<file path="src/rtl/scan_pkg.sv">
// Shared types and packet constants for the barcode scan transmit scheduler.
package scan_pkg;

    typedef logic [12:0][3:0] bcd13_t;

    typedef enum logic [1:0] {
        S_IDLE,
        S_CHECK,
        S_DECIDE,
        S_SEND
    } state_t;

    localparam logic [7:0]  PKT_PREAMBLE = 8'hAA;
    localparam logic [7:0]  PKT_TERM     = 8'h0A;
    localparam int unsigned PKT_LEN      = 16;

    function automatic logic [7:0] digit_ascii(input logic [3:0] d);
        return {4'h3, d};
    endfunction

    function automatic logic [7:0] code_xor(input bcd13_t c);
        logic [7:0] x;
        x = '0;
        for (int unsigned i = 0; i < 13; i++) begin
            x = x ^ digit_ascii(c[i]);
        end
        return x;
    endfunction

endpackage

</file>
<file path="src/rtl/ean13_check.sv">
// Serial EAN-13 checksum engine: one digit per cycle from [12] down to [0].
module ean13_check
    import scan_pkg::*;
(
    input  logic   clk,
    input  logic   rst,
    input  logic   start,
    input  bcd13_t code,
    output logic   done,
    output logic   valid
);

    logic       active_q, active_d;
    logic [3:0] idx_q, idx_d;
    logic [7:0] sum_q, sum_d;
    logic       bad_q, bad_d;

    logic [3:0] digit;
    logic [7:0] weighted;
    logic [3:0] rem;
    logic [3:0] expect_chk;

    assign digit    = code[idx_q];
    assign weighted = idx_q[0] ? (8'(digit) * 8'd3) : 8'(digit);

    always_ff @(posedge clk) begin
        if (rst) begin
            active_q <= 1'b0;
            idx_q    <= '0;
            sum_q    <= '0;
            bad_q    <= 1'b0;
        end else begin
            active_q <= active_d;
            idx_q    <= idx_d;
            sum_q    <= sum_d;
            bad_q    <= bad_d;
        end
    end

    always_comb begin
        active_d = active_q;
        idx_d    = idx_q;
        sum_d    = sum_q;
        bad_d    = bad_q;
        if (start) begin
            active_d = 1'b1;
            idx_d    = 4'd12;
            sum_d    = '0;
            bad_d    = 1'b0;
        end else if (active_q) begin
            if (digit > 4'd9) begin
                bad_d = 1'b1;
            end
            if (idx_q == 4'd0) begin
                active_d = 1'b0;
            end else begin
                idx_d = idx_q - 4'd1;
                sum_d = sum_q + weighted;
            end
        end
    end

    // On the final cycle sum_q holds digits [12]..[1]; digit is the check digit.
    assign rem        = 4'(sum_q % 8'd10);
    assign expect_chk = (rem == 4'd0) ? 4'd0 : (4'd10 - rem);
    assign done       = active_q && (idx_q == 4'd0);
    assign valid      = done && !bad_q && (digit == expect_chk);

endmodule

</file>
<file path="src/rtl/scan_tx_sched.sv">
// Confirms a stable valid EAN-13 code over several frames and streams it as a 16-byte UART packet.
module scan_tx_sched
    import scan_pkg::*;
#(
    parameter int unsigned CONFIRM_N     = 3,
    parameter int unsigned REPEAT_FRAMES = 60
) (
    input  logic       clk,
    input  logic       rst,
    input  logic       frame_start,
    input  logic       scan_en,
    input  bcd13_t     scan_data,
    output logic [7:0] tx_data,
    output logic       tx_valid,
    input  logic       tx_ready,
    output logic       busy,
    output logic       code_sent,
    output logic [7:0] err_cnt
);

    localparam int unsigned MW = $clog2(CONFIRM_N + 1);
    localparam int unsigned RW = $clog2(REPEAT_FRAMES + 1);
    localparam logic [MW-1:0] MATCH_MAX = MW'(CONFIRM_N);
    localparam logic [RW-1:0] REP_MAX   = RW'(REPEAT_FRAMES);

    state_t        state_q, state_d;
    bcd13_t        cand_q, cand_d;
    bcd13_t        prev_code_q, prev_code_d;
    bcd13_t        last_sent_q, last_sent_d;
    logic          seen_q, seen_d;
    logic          sent_flag_q, sent_flag_d;
    logic          code_ok_q, code_ok_d;
    logic          code_sent_q, code_sent_d;
    logic [MW-1:0] match_q, match_d;
    logic [RW-1:0] rep_q, rep_d;
    logic [7:0]    err_q, err_d;
    logic [3:0]    byte_q, byte_d;

    logic          chk_start;
    logic          chk_done;
    logic          chk_valid;
    logic [MW-1:0] match_upd;

    ean13_check u_check (
        .clk   (clk),
        .rst   (rst),
        .start (chk_start),
        .code  (cand_q),
        .done  (chk_done),
        .valid (chk_valid)
    );

    always_ff @(posedge clk) begin
        if (rst) begin
            state_q     <= S_IDLE;
            cand_q      <= '0;
            prev_code_q <= '0;
            last_sent_q <= '0;
            seen_q      <= 1'b0;
            sent_flag_q <= 1'b0;
            code_ok_q   <= 1'b0;
            code_sent_q <= 1'b0;
            match_q     <= '0;
            rep_q       <= '0;
            err_q       <= '0;
            byte_q      <= '0;
        end else begin
            state_q     <= state_d;
            cand_q      <= cand_d;
            prev_code_q <= prev_code_d;
            last_sent_q <= last_sent_d;
            seen_q      <= seen_d;
            sent_flag_q <= sent_flag_d;
            code_ok_q   <= code_ok_d;
            code_sent_q <= code_sent_d;
            match_q     <= match_d;
            rep_q       <= rep_d;
            err_q       <= err_d;
            byte_q      <= byte_d;
        end
    end

    always_comb begin
        state_d     = state_q;
        cand_d      = cand_q;
        prev_code_d = prev_code_q;
        last_sent_d = last_sent_q;
        seen_d      = seen_q;
        sent_flag_d = sent_flag_q;
        code_ok_d   = code_ok_q;
        code_sent_d = 1'b0;
        match_d     = match_q;
        rep_d       = rep_q;
        err_d       = err_q;
        byte_d      = byte_q;
        chk_start   = 1'b0;
        match_upd   = match_q;

        if (scan_en) begin
            seen_d = 1'b1;
        end else if (frame_start) begin
            seen_d = 1'b0;
        end

        // cand only follows the scanner while idle and not being handed to the checker
        if (scan_en && (state_q == S_IDLE) && !(frame_start && seen_q)) begin
            cand_d = scan_data;
        end

        if (frame_start && (rep_q != REP_MAX)) begin
            rep_d = rep_q + 1'b1;
        end

        unique case (state_q)
            S_IDLE: begin
                if (frame_start) begin
                    if (seen_q) begin
                        state_d   = S_CHECK;
                        chk_start = 1'b1;
                    end else begin
                        match_d = '0;
                    end
                end
            end
            S_CHECK: begin
                if (chk_done) begin
                    code_ok_d = chk_valid;
                    state_d   = S_DECIDE;
                end
            end
            S_DECIDE: begin
                state_d = S_IDLE;
                if (!code_ok_q) begin
                    if (err_q != 8'hFF) begin
                        err_d = err_q + 8'd1;
                    end
                    match_d = '0;
                end else begin
                    if (cand_q == prev_code_q) begin
                        match_upd = (match_q == MATCH_MAX) ? match_q : match_q + 1'b1;
                    end else begin
                        match_upd   = MW'(1);
                        prev_code_d = cand_q;
                    end
                    match_d = match_upd;
                    if ((match_upd == MATCH_MAX) &&
                        ((cand_q != last_sent_q) || (rep_q >= REP_MAX) || !sent_flag_q)) begin
                        state_d = S_SEND;
                        byte_d  = '0;
                    end
                end
            end
            S_SEND: begin
                if (tx_ready) begin
                    if (byte_q == 4'(PKT_LEN - 1)) begin
                        state_d     = S_IDLE;
                        code_sent_d = 1'b1;
                        last_sent_d = cand_q;
                        sent_flag_d = 1'b1;
                        rep_d       = '0;
                    end else begin
                        byte_d = byte_q + 4'd1;
                    end
                end
            end
            default: state_d = S_IDLE;
        endcase
    end

    always_comb begin
        tx_data = 8'h00;
        if (state_q == S_SEND) begin
            case (byte_q)
                4'd0:    tx_data = PKT_PREAMBLE;
                4'd14:   tx_data = code_xor(cand_q);
                4'd15:   tx_data = PKT_TERM;
                default: tx_data = digit_ascii(cand_q[4'(4'd13 - byte_q)]);
            endcase
        end
    end

    assign tx_valid  = (state_q == S_SEND);
    assign busy      = (state_q != S_IDLE);
    assign code_sent = code_sent_q;
    assign err_cnt   = err_q;

endmodule

</file>
<file path="config.mk">
export PLATFORM = sky130hd
export DESIGN_NAME = scan_tx_sched
export DESIGN_NICKNAME = d
export VERILOG_FILES = /design/src/rtl/scan_pkg.sv /design/src/rtl/ean13_check.sv /design/src/rtl/scan_tx_sched.sv
export SDC_FILE = /design/constraint.sdc
export NUM_CORES = 1
export LEC_CHECK = 0
export BUFFER_PORTS_ARGS = -buffer_cell sky130_fd_sc_hd__buf_2
export CAP_MARGIN = 15
export CORE_MARGIN = 10
export CORE_UTILIZATION = 60
export DETAILED_ROUTE_END_ITERATION = 10
export GPL_TIMING_DRIVEN = 0
export PLACE_DENSITY = 0.83
export SLEW_MARGIN = 40
export SYNTH_ARGS = -nofsm -noshare
export SYNTH_HDL_FRONTEND = slang
export SYNTH_SLANG_ARGS = --single-unit
</file>
<file path="constraint.sdc">
create_clock -name clk -period 5.6 [get_ports clk]
set_clock_uncertainty 0.15 [all_clocks]
set_input_delay 1.12 -clock clk [delete_from_list [all_inputs] [get_ports clk]]
set_output_delay 1.12 -clock clk [all_outputs]
set_load 0.005 [all_outputs]
</file>
==> results.yml, run 1 <==
status:
  outcome: "finished, final reports clean"
flow_run:
  max-cap-violations: 0
cts:
  clk_pin_slew_ns: 0.07
  root_buffer: "clkbuf_16"
  ctsResizeCount: 0
  cts.sinks: 196
  cts_made_buffers: 17
  post_cts_buffers: 0
  htreeDepth: 4
  hold_buffers: 0
  clock_latency_ns: 0.44
  clock_path_buffers: 2
  cts_tree: "done"
global_route:
  grt_max_degree: 18
  grt_pass1_vias: 9287
  antenna_found_initial: 0
  grt_pass1_wl_mm: 47.66
  gr-usage-all-layers: 0.2473
  overflow: 0
placement:
  place_congestion: 0.9496
  pre_cts_slack_ns: 0.7003
  hpwl_mm: 22.61
  port_buffers: 73
  dp.cells: 1610
cells_and_area:
  final_core_util: 0.6794
  n_antenna_cell: 0
  area_growth_pct: 11.35
  layout_commonest_cell: "nand2_1"
  fin_cells: 1642
  mostFrequentLayoutCells: "250 x nand2_1, 196 x dfxtp_1, 137 x a21oi_1"
  fin_nets: 1480
  layout-drive-gt1-share: 0.1189
route:
  first_pass_iters: 7
  antenna_left: 0
  vias: 9585
  drcViolationCount: 0
  drt_iter0_drc: 846
  wl_per_cell_um: 18.47
  wl_mm: 30.33
  drt-vias-per-instance: 5.837
yosys:
  yosys_warnings: 0
  synthArstFlopShare: 0
  synth.area.top_cells: "dfxtp_1 36%, nand2_1 8.6%, xnor2_1 7.8%"
  synth-main-ff-cell: "dfxtp_1"
  ys_types: 78
  synth_cells: 1308
  yosysSeqAreaShare: 0.3580
  synth-seq-cells: 196
  synthesis.nets: 1388
  yosys.area.top_type: "dfxtp_1"
  netlist_area_sq_um: 10960
  synth.avg_cell_area_sq_um: 8.380
  synth_top_area_share: 0.3580
  synth_edf_count: 0
critical_path:
  critPathLaunch: "u_check.idx_q[0]$_SDFFE_PP0P_"
  timing.rr.end: "u_check.sum_q[6]$_SDFFE_PP0P_"
  crit_path_end_kind: "register"
  cp.arrival_ns: 5.07
  crit_fanout: 10
  r2r_slack_ns: 0.69
  cp-start-kind: "register"
  critPathKind: "register to register"
  reg2reg_from: "u_check.idx_q[0]$_SDFFE_PP0P_"
  cp.required_ns: 5.76
  rr_worst_depth: 19
sta:
  maxSlewHeadroom: 0.4247
  period_minus_slack_ns: 4.914
  finalCritPeriodShare: 0.8775
  max_freq_ghz: 0.2035
  rsz0062_at_grt: "false"
  finalSetupViolCount: 0
  fin_tns_setup_ns: 0
  setup_slack_ns: 0.6860
  drv_slew: 0
  hold_viol_final: 0
  tightest_slew_ns: 0.8629
die:
  core_sq_um: 17960
  start_util: 0.6102
  ios: 76
  die_area_sq_um: 24070
  rows: 49
  die_h_um: 155.2
  fp.dieW_um: 155.2
min_path:
  min_path_type: "register to register"
  holdPathEnd: "last_sent_q[7]$_SDFFE_PP0P_"
  min_path_cells: 2
  holdCritStartpoint: "last_sent_q[7]$_SDFFE_PP0P_"
pwr:
  power.density_cell_area_nw_per_um2: 319.9
  ir_drop_v: 0.0002809
  power_leakage_nw: 4.673
synthesized netlist by cell type, drive strengths merged (3+ instances only):
cell type	n
a21oi	137
clkbuf	104
buf	19
mux2i	59
nor2b	8
dfxtp	196
and3	7
or3	3
nand2b	7
a221oi	5
a21o	8
o21ai	14
a211oi	12
mux4	26
xor2	77
o32ai	3
nand4	21
nor3	16
inv	26
ha	21
nor3b	3
nand2	250
nor4	17
a22oi	3
o211ai	4
nand3	9
xnor2	97
nor2	111
a221o	4
o22ai	3
sequential cells by signal, summed over array words and instances, names as in the netlist, 4 cells and up:
name,count
byte_q,4
cand_q,52
err_cnt,8
last_sent_q,52
prev_code_q,52
rep_q,6
u_check.idx_q,4
u_check.sum_q,8
per-stage QoR:
| step | instance area (sq um) | hold WS (ns) | power, mW |
|---|---|---|---|
| after floorplan | 10960 | 0.2863 | 2.340 |
| after global routing | 12200 | 0.3318 | 4.055 |
| after global placement | 11610 | 0.2937 | 2.626 |
| final | 12200 | 0.3099 | 3.905 |
| after CTS | 12200 | 0.3084 | 3.885 |
| after detailed placement | 11610 | 0.2988 | 2.660 |
routing by layer:
metal	track usage	share of wire	vias up
met5	0	0	-
li1	-	-	4582
met2	0.3960	0.46	392
met1	0.3052	0.41	4517
met4	0.1345	0.050	0
met3	0.05156	0.079	94
cell families after synthesis:
| group | count (synthesis) | synth area share |
|---|---|---|
| AO/OA/AOI/OAI | 214 | 0.1187 |
| XOR/XNOR | 174 | 0.1390 |
| adder cells (fa/ha/maj) | 23 | 0.02763 |
| buffers and inverters | 150 | 0.06004 |
| flip-flops | 196 | 0.3580 |
| multiplexers | 87 | 0.1097 |
| other | 1 | 0.0003421 |
| AND/OR/NAND/NOR | 463 | 0.1865 |
area by class of cell:
type | count | area [sq um]
Clock buffer | 20 | 446.7
Tap cell | 229 | 286.5
Clock inverter | 12 | 145.1
Multi-Input combinational cell | 962 | 6379
Inverter | 27 | 101.3
Sequential cell | 196 | 3924
Buffer | 123 | 556.8
Fill cell | 1436 | 5759
Timing Repair Buffer | 73 | 365.4
power breakdown:
part	leakage, nW	switching [mW]	total (mW)	internal [mW]
sequential	1.59	0.0318	1.50	1.47
combinational	2.80	0.726	1.17	0.439
clock	0.285	0.563	1.24	0.679
worst max-delay path, stage by stage, from the launching register on:
cell      delay [ns]
dfxtp_1         0.44
buf_2           0.34
clkbuf_1        0.48
mux4_2          0.61
nand2_1         0.09
nand2_1         0.05
o21ai_0         0.23
inv_1           0.13
ha_1            0.23
fa_1            0.43
nand2_1         0.07
o21ai_0         0.09
ha_1            0.34
a21o_1          0.19
a21oi_1         0.23
nor2b_1         0.08
o21a_1          0.17
o21ai_0         0.18
xor2_1          0.17
nor2_1          0.06
worst max path at each step:
stage | cells after the start | endpoint | slack, ns
5_1_grt | 19 | u_check.sum_q[7]$_SDFFE_PP0P_ | 0.36
3_3_place_gp | 19 | u_check.sum_q[6]$_SDFFE_PP0P_ | 0.77
3_5_place_dp | 19 | u_check.sum_q[6]$_SDFFE_PP0P_ | 0.70
4_1_cts | 19 | u_check.sum_q[6]$_SDFFE_PP0P_ | 0.67
6_report | 19 | u_check.sum_q[6]$_SDFFE_PP0P_ | 0.69
2_1_floorplan | 18 | u_check.sum_q[7]$_SDFFE_PP0P_ | 1.36
No activity file was read; power rests on OpenSTA's default activity.
==> inputs of run 2 (changes only) <==
--- a/config.mk
+++ b/config.mk
@@ -9,9 +9,10 @@
 export CAP_MARGIN = 15
 export CORE_MARGIN = 10
 export CORE_UTILIZATION = 60
+export CTS_BUF_LIST = sky130_fd_sc_hd__clkbuf_16
 export DETAILED_ROUTE_END_ITERATION = 10
 export GPL_TIMING_DRIVEN = 0
-export PLACE_DENSITY = 0.83
+export PLACE_DENSITY_LB_ADDON = 0.3
 export SLEW_MARGIN = 40
 export SYNTH_ARGS = -nofsm -noshare
 export SYNTH_HDL_FRONTEND = slang
==> constraint.sdc (replaced) <==
create_clock -name clk -period 5.4 [get_ports clk]
set_clock_uncertainty 0.15 [all_clocks]
set_input_delay 1.08 -clock clk [delete_from_list [all_inputs] [get_ports clk]]
set_output_delay 1.08 -clock clk [all_outputs]
set_load 0.005 [all_outputs]
==> run 2 against run 1 <==
Effect of this change: sequential power increased by 3%; wire length increased by 1.0%; clock power increased by 7%; first-iteration DRC count is 8.0% higher; non-clock buffer count unchanged; via count increased by 0.69%; global-route usage increased by 0.19 points; setup slack got worse by 0.19 ns; die area unchanged; maximum frequency increased by 0.26%; critical endpoint unchanged; largest cell class unchanged.
==> results.yml, run 2 (synthesized netlist as in run 1, its figures left out) <==
status:
  outcome: "finished, final reports clean"
cells_and_area:
  finalInstanceArea_sq_um: 12220
  fillers: 1495
  layout_commonest_cell: "nand2_1"
  register_area_sq_um: 3924
  fin_cells: 1641
  reg.largest.list: "cand_q (52), last_sent_q (52), prev_code_q (52)"
  area_growth_pct: 11.46
  layout-drive-gt1-share: 0.1176
  final_core_util: 0.6801
  fin_nets: 1480
  mostFrequentLayoutCells: "250 x nand2_1, 196 x dfxtp_1, 137 x a21oi_1"
  n_antenna_cell: 0
  multi_input_area_sq_um: 6379
die:
  die_h_um: 155.2
  die_area_sq_um: 24070
  fp.dieW_um: 155.2
  start_util: 0.6102
  ios: 76
  rows: 49
  core_sq_um: 17960
cts:
  cts_tree: "done"
  cts.sinks: 196
  htreeDepth: 4
  hold_buffers: 0
  post_cts_buffers: 0
  clock_latency_ns: 0.45
  clock_path_buffers: 2
  root_buffer: "clkbuf_16"
  clk_pin_slew_ns: 0.07
  cts_made_buffers: 17
  ctsResizeCount: 0
sta:
  period_minus_slack_ns: 4.901
  maxSlewHeadroom: 0.4211
  max_freq_ghz: 0.2040
  rsz0062_at_grt: "false"
  fin_tns_setup_ns: 0
  timing.hold.ws_ns: 0.3117
  hold_viol_final: 0
  finalSetupViolCount: 0
  finalCritPeriodShare: 0.9076
  tightest_slew_ns: 0.8684
  setup_slack_ns: 0.4988
  drv_slew: 0
placement:
  pre_cts_slack_ns: 0.5073
  dp.cells: 1610
  place_congestion: 0.9746
  placed_area_sq_um: 11610
  port_buffers: 73
  hpwl_mm: 22.49
critical_path:
  slowest_stage: "mux4_2"
  critPathKind: "register to register"
  crit_family: "compound AO/OA/AOI/OAI gates"
  cp.required_ns: 5.57
  path_buf_inv: 3
  cp.arrival_ns: 5.08
  path_cells: "buf_2 -> clkbuf_1 -> mux4_2 -> nand2_1 -> nand2_1 -> o21ai_0 -> inv_1 -> ha_1 -> fa_1 -> nand2_1 -> o21ai_0 -> ha_1 -> a21o_1 -> a21oi_1 -> nor2b_1 -> o21a_1 -> o21ai_0 -> xor2_1 -> nor2_1"
  crit_fanout: 10
  max_stage_delay_ns: 0.61
  cp-start-kind: "register"
  crit_path_end_kind: "register"
flow_run:
  max-cap-violations: 0
global_route:
  gr-usage-all-layers: 0.2492
  grt_pass1_wl_mm: 47.77
  grt_pass1_vias: 9145
  grt_max_degree: 18
  antenna_found_initial: 0
  overflow: 0
pwr:
  power.density_cell_area_nw_per_um2: 333.0
  power_mw: 4.068
  ir_drop_v: 0.0002652
  power_leakage_nw: 4.682
route:
  drt_iter0_drc: 914
  antenna_left: 0
  drcViolationCount: 0
  first_pass_iters: 5
  wl_per_cell_um: 18.67
  wl_mm: 30.64
  drt-vias-per-instance: 5.881
  vias: 9651
min_path:
  min_path_type: "register to register"
## run 2: cell types whose count changed in the layout (fill, tap and decap cells not counted), moves of 2 or more
cell | previous run | this run
inv_6 | 4 | 2
clkbuf_1 | 103 | 101
clkinv_1 | 1 | 4
inv_8 | 0 | 2
## run 2: worst paths after layout
| path | start | to | slack [ns] | depth (start not counted) |
|---|---|---|---|---|
| max | u_check.idx_q[0]$_SDFFE_PP0P_ | u_check.sum_q[6]$_SDFFE_PP0P_ | 0.50 | 19 |
| min | last_sent_q[8]$_SDFFE_PP0P_ | last_sent_q[8]$_SDFFE_PP0P_ | 0.31 | 2 |
| max reg2reg | u_check.idx_q[0]$_SDFFE_PP0P_ | u_check.sum_q[6]$_SDFFE_PP0P_ | 0.50 | 19 |
| min reg2reg | last_sent_q[8]$_SDFFE_PP0P_ | last_sent_q[8]$_SDFFE_PP0P_ | 0.31 | 2 |
## run 2: final cells by class
cell class                      count  area share
Sequential cell                   196      0.3212
Multi-Input combinational cell    962      0.5221
Timing Repair Buffer               73     0.02991
Clock inverter                     14     0.01465
Tap cell                          229     0.02345
Clock buffer                       17     0.03482
Inverter                           27    0.008296
Buffer                            123     0.04558
## run 2: tightest hold or removal path: cells and delay by family (launching register included)
kind | cells | cell delay (ns)
flip-flops | 1 | 0.31
AND/OR/NAND/NOR | 1 | 0.05
AO/OA/AOI/OAI | 1 | 0.05
## run 2: report_power, final
| part | internal [mW] | switching (mW) | leakage [nW] | total, mW |
|---|---|---|---|---|
| logic | 0.455 | 0.734 | 2.80 | 1.19 |
| registers | 1.52 | 0.0331 | 1.59 | 1.55 |
| clock network | 0.734 | 0.593 | 0.293 | 1.33 |
## run 2: metal layers
| layer | wire, um | GRT usage |
|---|---|---|
| met1 | 12200 | 0.3097 |
| met2 | 14450 | 0.4062 |
| met3 | 2726 | 0.05238 |
| met4 | 1272 | 0.1129 |
| met5 | 0 | 0 |
